[config.mk]
export PLATFORM = sky130hd
export DESIGN_NAME = dlfpu_op_scheduler
export DESIGN_NICKNAME = d
export VERILOG_FILES = /design/src/rtl/dlfpu_op_scheduler.sv
export SDC_FILE = /design/constraint.sdc
export NUM_CORES = 1
export LEC_CHECK = 0
export CAP_MARGIN = 20
export CORE_AREA = 2 2 131 133
export CTS_CLUSTER_SIZE = 10
export DETAILED_ROUTE_END_ITERATION = 10
export DIE_AREA = 0 0 133 135
export GPL_TIMING_DRIVEN = 0
export PLACE_DENSITY = 0.7
export SYNTH_ARGS = -nofsm -noshare
export SYNTH_HDL_FRONTEND = slang
export SYNTH_SLANG_ARGS = --single-unit
[constraint.sdc]
create_clock -name clk -period 3.8 [get_ports clk]
set_input_delay 1.14 -clock clk [delete_from_list [all_inputs] [get_ports clk]]
set_output_delay 1.14 -clock clk [all_outputs]
set_load 0.1 [all_outputs]
[src/rtl/dlfpu_op_scheduler.sv]
// -----------------------------------------------------------------------------
// dlfpu_op_scheduler
//   Shares one DL_FPU datapath among NREQ requesters. A combinational
//   round-robin arbiter grants at most one request per cycle. The grant is
//   registered onto the FPU bus. A LAT+1 deep tag pipeline follows every
//   issued op, and each op's result returns in issue order on a registered,
//   id-tagged response bus.
//
//   Ports:
//     clk, rst_n                  clock, asynchronous active-low reset
//     en                          1 = schedule, 0 = drain in-flight ops and halt
//     req_valid/req_ready         per-requester handshake (ready is the grant)
//     req_op/req_a/req_b          per-requester op select and dlfloat16 operands
//     fpu_ena/fpu_a/fpu_b         registered issue to the FPU (ena one-hot, 0 idle)
//     fpu_result/fpu_exc          FPU return, valid LAT cycles after issue
//     rsp_valid/rsp_id/rsp_result/rsp_exc
//                                 response pulse; rsp_exc[4] flags an illegal op
//     busy                        state != HALT or any op in flight
//     perf_issued/perf_stall      performance counters
//
//   Build option: define DLFPU_SCHED_PERF_EN to build the performance
//   counters. Without it both counter outputs are tied to zero.
// -----------------------------------------------------------------------------
module dlfpu_op_scheduler #(
  parameter int NREQ = 4,
  parameter int IDW  = 2,
  parameter int LAT  = 1
) (
  input  logic                 clk,
  input  logic                 rst_n,
  input  logic                 en,
  input  logic [NREQ-1:0]      req_valid,
  output logic [NREQ-1:0]      req_ready,
  input  logic [4*NREQ-1:0]    req_op,
  input  logic [16*NREQ-1:0]   req_a,
  input  logic [16*NREQ-1:0]   req_b,
  output logic [3:0]           fpu_ena,
  output logic [15:0]          fpu_a,
  output logic [15:0]          fpu_b,
  input  logic [31:0]          fpu_result,
  input  logic [4:0]           fpu_exc,
  output logic                 rsp_valid,
  output logic [IDW-1:0]       rsp_id,
  output logic [31:0]          rsp_result,
  output logic [4:0]           rsp_exc,
  output logic                 busy,
  output logic [31:0]          perf_issued,
  output logic [31:0]          perf_stall
);

  typedef enum logic [1:0] {S_RUN, S_DRAIN, S_HALT} state_t;

  state_t          state, state_nxt;
  logic [IDW-1:0]  rr;
  logic [IDW-1:0]  win;
  logic [IDW-1:0]  rr_nxt;
  logic            xfer;
  logic [3:0]      win_op;
  logic [15:0]     win_a, win_b;
  logic            win_ill;
  logic            any_tag;

  // Tag pipeline: index 0 is the issue stage, index LAT lines up with the
  // cycle in which fpu_result is valid for that op.
  logic [LAT:0]    tag_vld;
  logic [LAT:0]    tag_ill;
  logic [IDW-1:0]  tag_id [LAT+1];

  // ---- stage p0: arbitration (combinational) ----
  always_comb begin
    logic [IDW:0] sum;
    logic [IDW-1:0] idx;
    xfer = 1'b0;
    win  = '0;
    sum  = '0;
    idx  = '0;
    for (int i = 0; i < NREQ; i++) begin
      sum = {1'b0, rr} + (IDW+1)'(i);
      if (sum >= (IDW+1)'(NREQ)) sum = sum - (IDW+1)'(NREQ);
      idx = sum[IDW-1:0];
      if ((state == S_RUN) && !xfer && req_valid[idx]) begin
        xfer = 1'b1;
        win  = idx;
      end
    end
  end

  assign req_ready = xfer ? (NREQ'(1) << win) : '0;
  assign win_op    = req_op[win*4 +: 4];
  assign win_a     = req_a[win*16 +: 16];
  assign win_b     = req_b[win*16 +: 16];
  assign win_ill   = !$onehot(win_op);
  assign rr_nxt    = (win == IDW'(NREQ-1)) ? '0 : win + 1'b1;
  assign any_tag   = |tag_vld;
  assign busy      = (state != S_HALT) || any_tag;

  // An en=0 seen in RUN still lets this cycle's grant complete; the
  // drain begins in the following cycle.
  always_comb begin
    state_nxt = state;
    case (state)
      S_RUN:   if (!en) state_nxt = S_DRAIN;
      S_DRAIN: if (en) state_nxt = S_RUN;
               else if (!any_tag) state_nxt = S_HALT;
      S_HALT:  if (en) state_nxt = S_RUN;
      default: state_nxt = S_RUN;
    endcase
  end

  // ---- stage p1: issue register, tag shift, response register ----
  always_ff @(posedge clk or negedge rst_n) begin
    if (!rst_n) begin
      state      <= S_RUN;
      rr         <= '0;
      tag_vld    <= '0;
      fpu_ena    <= 4'b0;
      fpu_a      <= 16'b0;
      fpu_b      <= 16'b0;
      rsp_valid  <= 1'b0;
      rsp_id     <= '0;
      rsp_result <= 32'b0;
      rsp_exc    <= 5'b0;
    end else begin
      state   <= state_nxt;
      tag_vld <= {tag_vld[LAT-1:0], xfer};
      fpu_ena <= (xfer && !win_ill) ? win_op : 4'b0;
      if (xfer) begin
        rr    <= rr_nxt;
        fpu_a <= win_a;
        fpu_b <= win_b;
      end
      rsp_valid <= tag_vld[LAT];
      if (tag_vld[LAT]) begin
        rsp_id <= tag_id[LAT];
        // Illegal ops never reached the FPU, so its bus is ignored for them.
        // Bit 4 is owned by the scheduler and is masked off the FPU flags.
        rsp_result <= tag_ill[LAT] ? 32'b0    : fpu_result;
        rsp_exc    <= tag_ill[LAT] ? 5'b10000 : {1'b0, fpu_exc[3:0]};
      end
    end
  end

  // Tag payload needs no reset; it is qualified by tag_vld.
  always_ff @(posedge clk) begin
    tag_id[0]  <= win;
    tag_ill[0] <= win_ill;
    for (int k = 1; k <= LAT; k++) begin
      tag_id[k]  <= tag_id[k-1];
      tag_ill[k] <= tag_ill[k-1];
    end
  end

`ifdef DLFPU_SCHED_PERF_EN
  logic [31:0] issued_q, stall_q;
  always_ff @(posedge clk or negedge rst_n) begin
    if (!rst_n) begin
      issued_q <= 32'b0;
      stall_q  <= 32'b0;
    end else begin
      if (xfer) issued_q <= issued_q + 32'd1;
      if ((|req_valid) && !xfer) stall_q <= stall_q + 32'd1;
    end
  end
  assign perf_issued = issued_q;
  assign perf_stall  = stall_q;
`else
  assign perf_issued = 32'b0;
  assign perf_stall  = 32'b0;
`endif

endmodule
==> results of run 1 <==
[power groups by stage]
stage          combinational (uW)  clock (uW)  sequential (uW)
2_1_floorplan                1360           0             3560
3_3_place_gp                 4670           0             1450
3_5_place_dp                 4670           0             1460
4_1_cts                      4830         955             1450
5_1_grt                      5120         993             1490
6_report                     4900         922             1450
[logic make-up (layout without fill, tap and decap cells)]
kind of cell    Yosys count  in the layout
other cells               1             64
flops                    88             88
buf+inv                 142            443
simple gates             96             96
mux                      16             16
compound gates          143            143
fa+ha+maj                 7              7
[worst min path at each step]
stage	from	end	slack [ns]	depth (start not counted)
3_3_place_gp	tag_id[0][1]	tag_id[1][1]	0.31	0
2_1_floorplan	tag_id[0][0]	tag_id[1][0]	0.31	0
5_1_grt	tag_id[0][0]	tag_id[1][0]	0.33	0
6_report	tag_id[0][1]	tag_id[1][1]	0.33	0
4_1_cts	tag_id[0][1]	tag_id[1][1]	0.33	0
3_5_place_dp	tag_id[0][1]	tag_id[1][1]	0.31	0
[metal layers]
metal | GRT usage | up-vias | routed length (um)
met3 | 0.0623 | 16 | 1540
met5 | 0 | - | 11
met2 | 0.337 | 221 | 9090
met1 | 0.248 | 2269 | 7560
li1 | - | 2363 | -
met4 | 0.0633 | 2 | 242
[registers in the layout, indices dropped and copies added (netlist names)]
| register | flops |
|---|---|
| rsp_result | 32 |
| fpu_a | 16 |
| fpu_b | 16 |
| rsp_exc | 5 |
| fpu_ena | 4 |
| tag_id | 4 |
| rr | 2 |
| rsp_id | 2 |
| state | 2 |
| tag_ill | 2 |
| tag_vld | 2 |
| rsp_valid | 1 |
[cell type report]
type	count	area [sq um]	area share
Buffer	101	803	0.0905
Clock buffer	9	225	0.0254
Clock inverter	7	78.8	0.00888
Inverter	41	170	0.0192
Multi-Input combinational cell	326	2260	0.255
Sequential cell	88	2170	0.245
Tap cell	220	275	0.0310
Timing Repair Buffer	285	2880	0.325
[worst max-delay path: stages]
cell,delay (ns)
buf_4,0.13
nor4_4,0.26
nand2b_4,0.18
inv_2,0.05
o21a_4,0.14
buf_12,0.13
clkinv_8,0.04
buf_12,0.09
ha_2,0.15
and2_4,0.14
buf_12,0.16
[stage by stage]
| stage | setup WS (ns) | std cells | utilization |
|---|---|---|---|
| 3_3_place_gp | -1.73 | 1043 | 0.500 |
| 6_report | 0.0426 | 1077 | 0.541 |
| 2_1_floorplan | 0.0897 | 556 | - |
| 5_1_grt | -0.0354 | 1077 | 0.541 |
| 4_1_cts | 0.0134 | 1071 | 0.532 |
| 3_5_place_dp | -1.41 | 1044 | 0.502 |
[Yosys cell counts, drive strengths merged, types with 3 or more instances]
master,number,area share
o221ai,64,0.14
buf,87,0.14
inv,40,0.030
dfxtp,6,0.024
dfrtp,82,0.41
ha,6,0.015
mux2,6,0.013
a21oi,33,0.035
clkbuf,14,0.011
nor2,38,0.028
mux2i,10,0.020
and2,4,0.0050
nand3b,39,0.058
nand2b,3,0.0042
nand2,9,0.0067
o22ai,4,0.0050
o21ai,36,0.036
[what timing repair did]
| item | CTS | global route |
|---|---|---|
| buffers inserted | 11 | 6 |
| resized for setup | 65 | 24 |
| cloned | 0 | 0 |
| pin swaps | 6 | 9 |
| endpoints found under the setup margin | 8 | 9 |
| hold buffers | 0 | 0 |
==> flow_summary.json, run 1 <==
{
  "synth_ff_type": "dfrtp_1",
  "worstSetupStartpoint": "req_valid[0]",
  "routedWlPerCell_um": 17.1,
  "cts_htree_levels": 3,
  "fp.coreArea_sq_um": 16400,
  "clock_latency_ns": 0.34,
  "syn_to_final_growth_pct": 76.9,
  "first_global_vias": 4820,
  "synth_cell_type_count": 38,
  "synthSimpleGateAreaFrac": 0.106,
  "nets": 1047,
  "r2r_start": "state[0]",
  "drt-initial-drc-count": 149,
  "critPathMaxFanout": 4,
  "maxCapViolations": 0,
  "ios": 333,
  "place_congestion": 0.806,
  "detail-route-antenna-nets": 0,
  "hpwl_um": 14000,
  "synthXorXnorAreaFrac": 0,
  "fin_tns_setup_ns": 0,
  "layout_commonest_cell": "clkdlybuf4s50_1",
  "r2r_slack_ns": 0.49,
  "num_antenna_cells": 0,
  "pwr-share-seq": 0.199,
  "crit_path_start_kind": "input pin",
  "postSynthAreaPerCell_sq_um": 10.2,
  "yosysWarnings": 0,
  "drcViolationCount": 0,
  "p_leak_uw": 0.00373,
  "clkPwrFrac": 0.127,
  "synthCells": 493,
  "hold_path.class": "reg -> reg",
  "synth_mux_area_frac": 0.0334,
  "finalPower_uw": 7280,
  "outcome": "finished, final reports clean",
  "grt_max_degree": 55,
  "via_count": 4871,
  "nFillCells": 1469,
  "die_h_um": 135,
  "reg2regPathDepth": 15,
  "slew_viol_final": 0,
  "drive_gt1_frac": 0.215,
  "first_pass_iters": 4,
  "synth.ff_latch_count": 88,
  "port_buffers": 267,
  "relSlewSlack": 0.302,
  "p_per_area_nw_per_um2": 820,
  "critPathRequiredTime_ns": 2.66,
  "switchingPower_uw": 4090,
  "whs_ns": 0.328,
  "comb_power_share": 0.674,
  "worstReg2RegEnd": "fpu_ena[0]",
  "ir_drop_uv": 586,
  "cts_max_path_buffers": 2,
  "fmax_mhz": 266,
  "synth_compound_gate_area_share": 0.225,
  "p_int_uw": 3180,
  "root_buffer": "clkbuf_16",
  "fin_crit_sh": 0.989,
  "rsz0062_at_grt": "true",
  "seq_area_frac_synth": 0.433,
  "grt_pass1_wl_um": 27500,
  "synthAdderAreaFrac": 0.0190,
  "grt_overflow": 0,
  "fin_area_sq_um": 8870,
  "ys_async_sr_fraction": 0.932,
  "path_class": "in -> out",
  "clock_sinks": 88,
  "synth_edf_count": 0,
  "viasPerCell": 4.52,
  "synth_top_family_by_area": "compound AO/OA/AOI/OAI gates",
  "dieArea_sq_um": 18000,
  "final_cell_mix": "clkdlybuf4s50_1, buf_4, dfrtp_1, conb_1, o221ai_1",
  "tritoncts": "built",
  "clock_skew_ns": 0.00861,
  "crit_arrival_ns": 2.62,
  "endpoint": "req_ready[1]",
  "hold_viol_final": 0,
  "setup_violations": 0,
  "clk_pin_slew_ns": 0.06,
  "initial_core_util": 0.306,
  "fp-row-count": 47,
  "cp-end-kind": "output pin",
  "numCtsBuffers": 9,
  "grt_usage": 0.201,
  "antenna_found_initial": 1,
  "switching_share": 0.563,
  "placed_area_sq_um": 8230,
  "die_w_um": 133,
  "syn_area_sq_um": 5020,
  "drt_wl_total_um": 18400,
  "fin_crit_ns": 3.76,
  "worst-slew-pin-transition_ns": 1.04
}
Note: power is estimated with default switching activity, not from simulation.
==> run 2, diff against run 1 <==
Settings changed: ABC_AREA from default to 0.
==> results of run 2 <==
Final layout, timing and power as in run 1 (identical DEF).
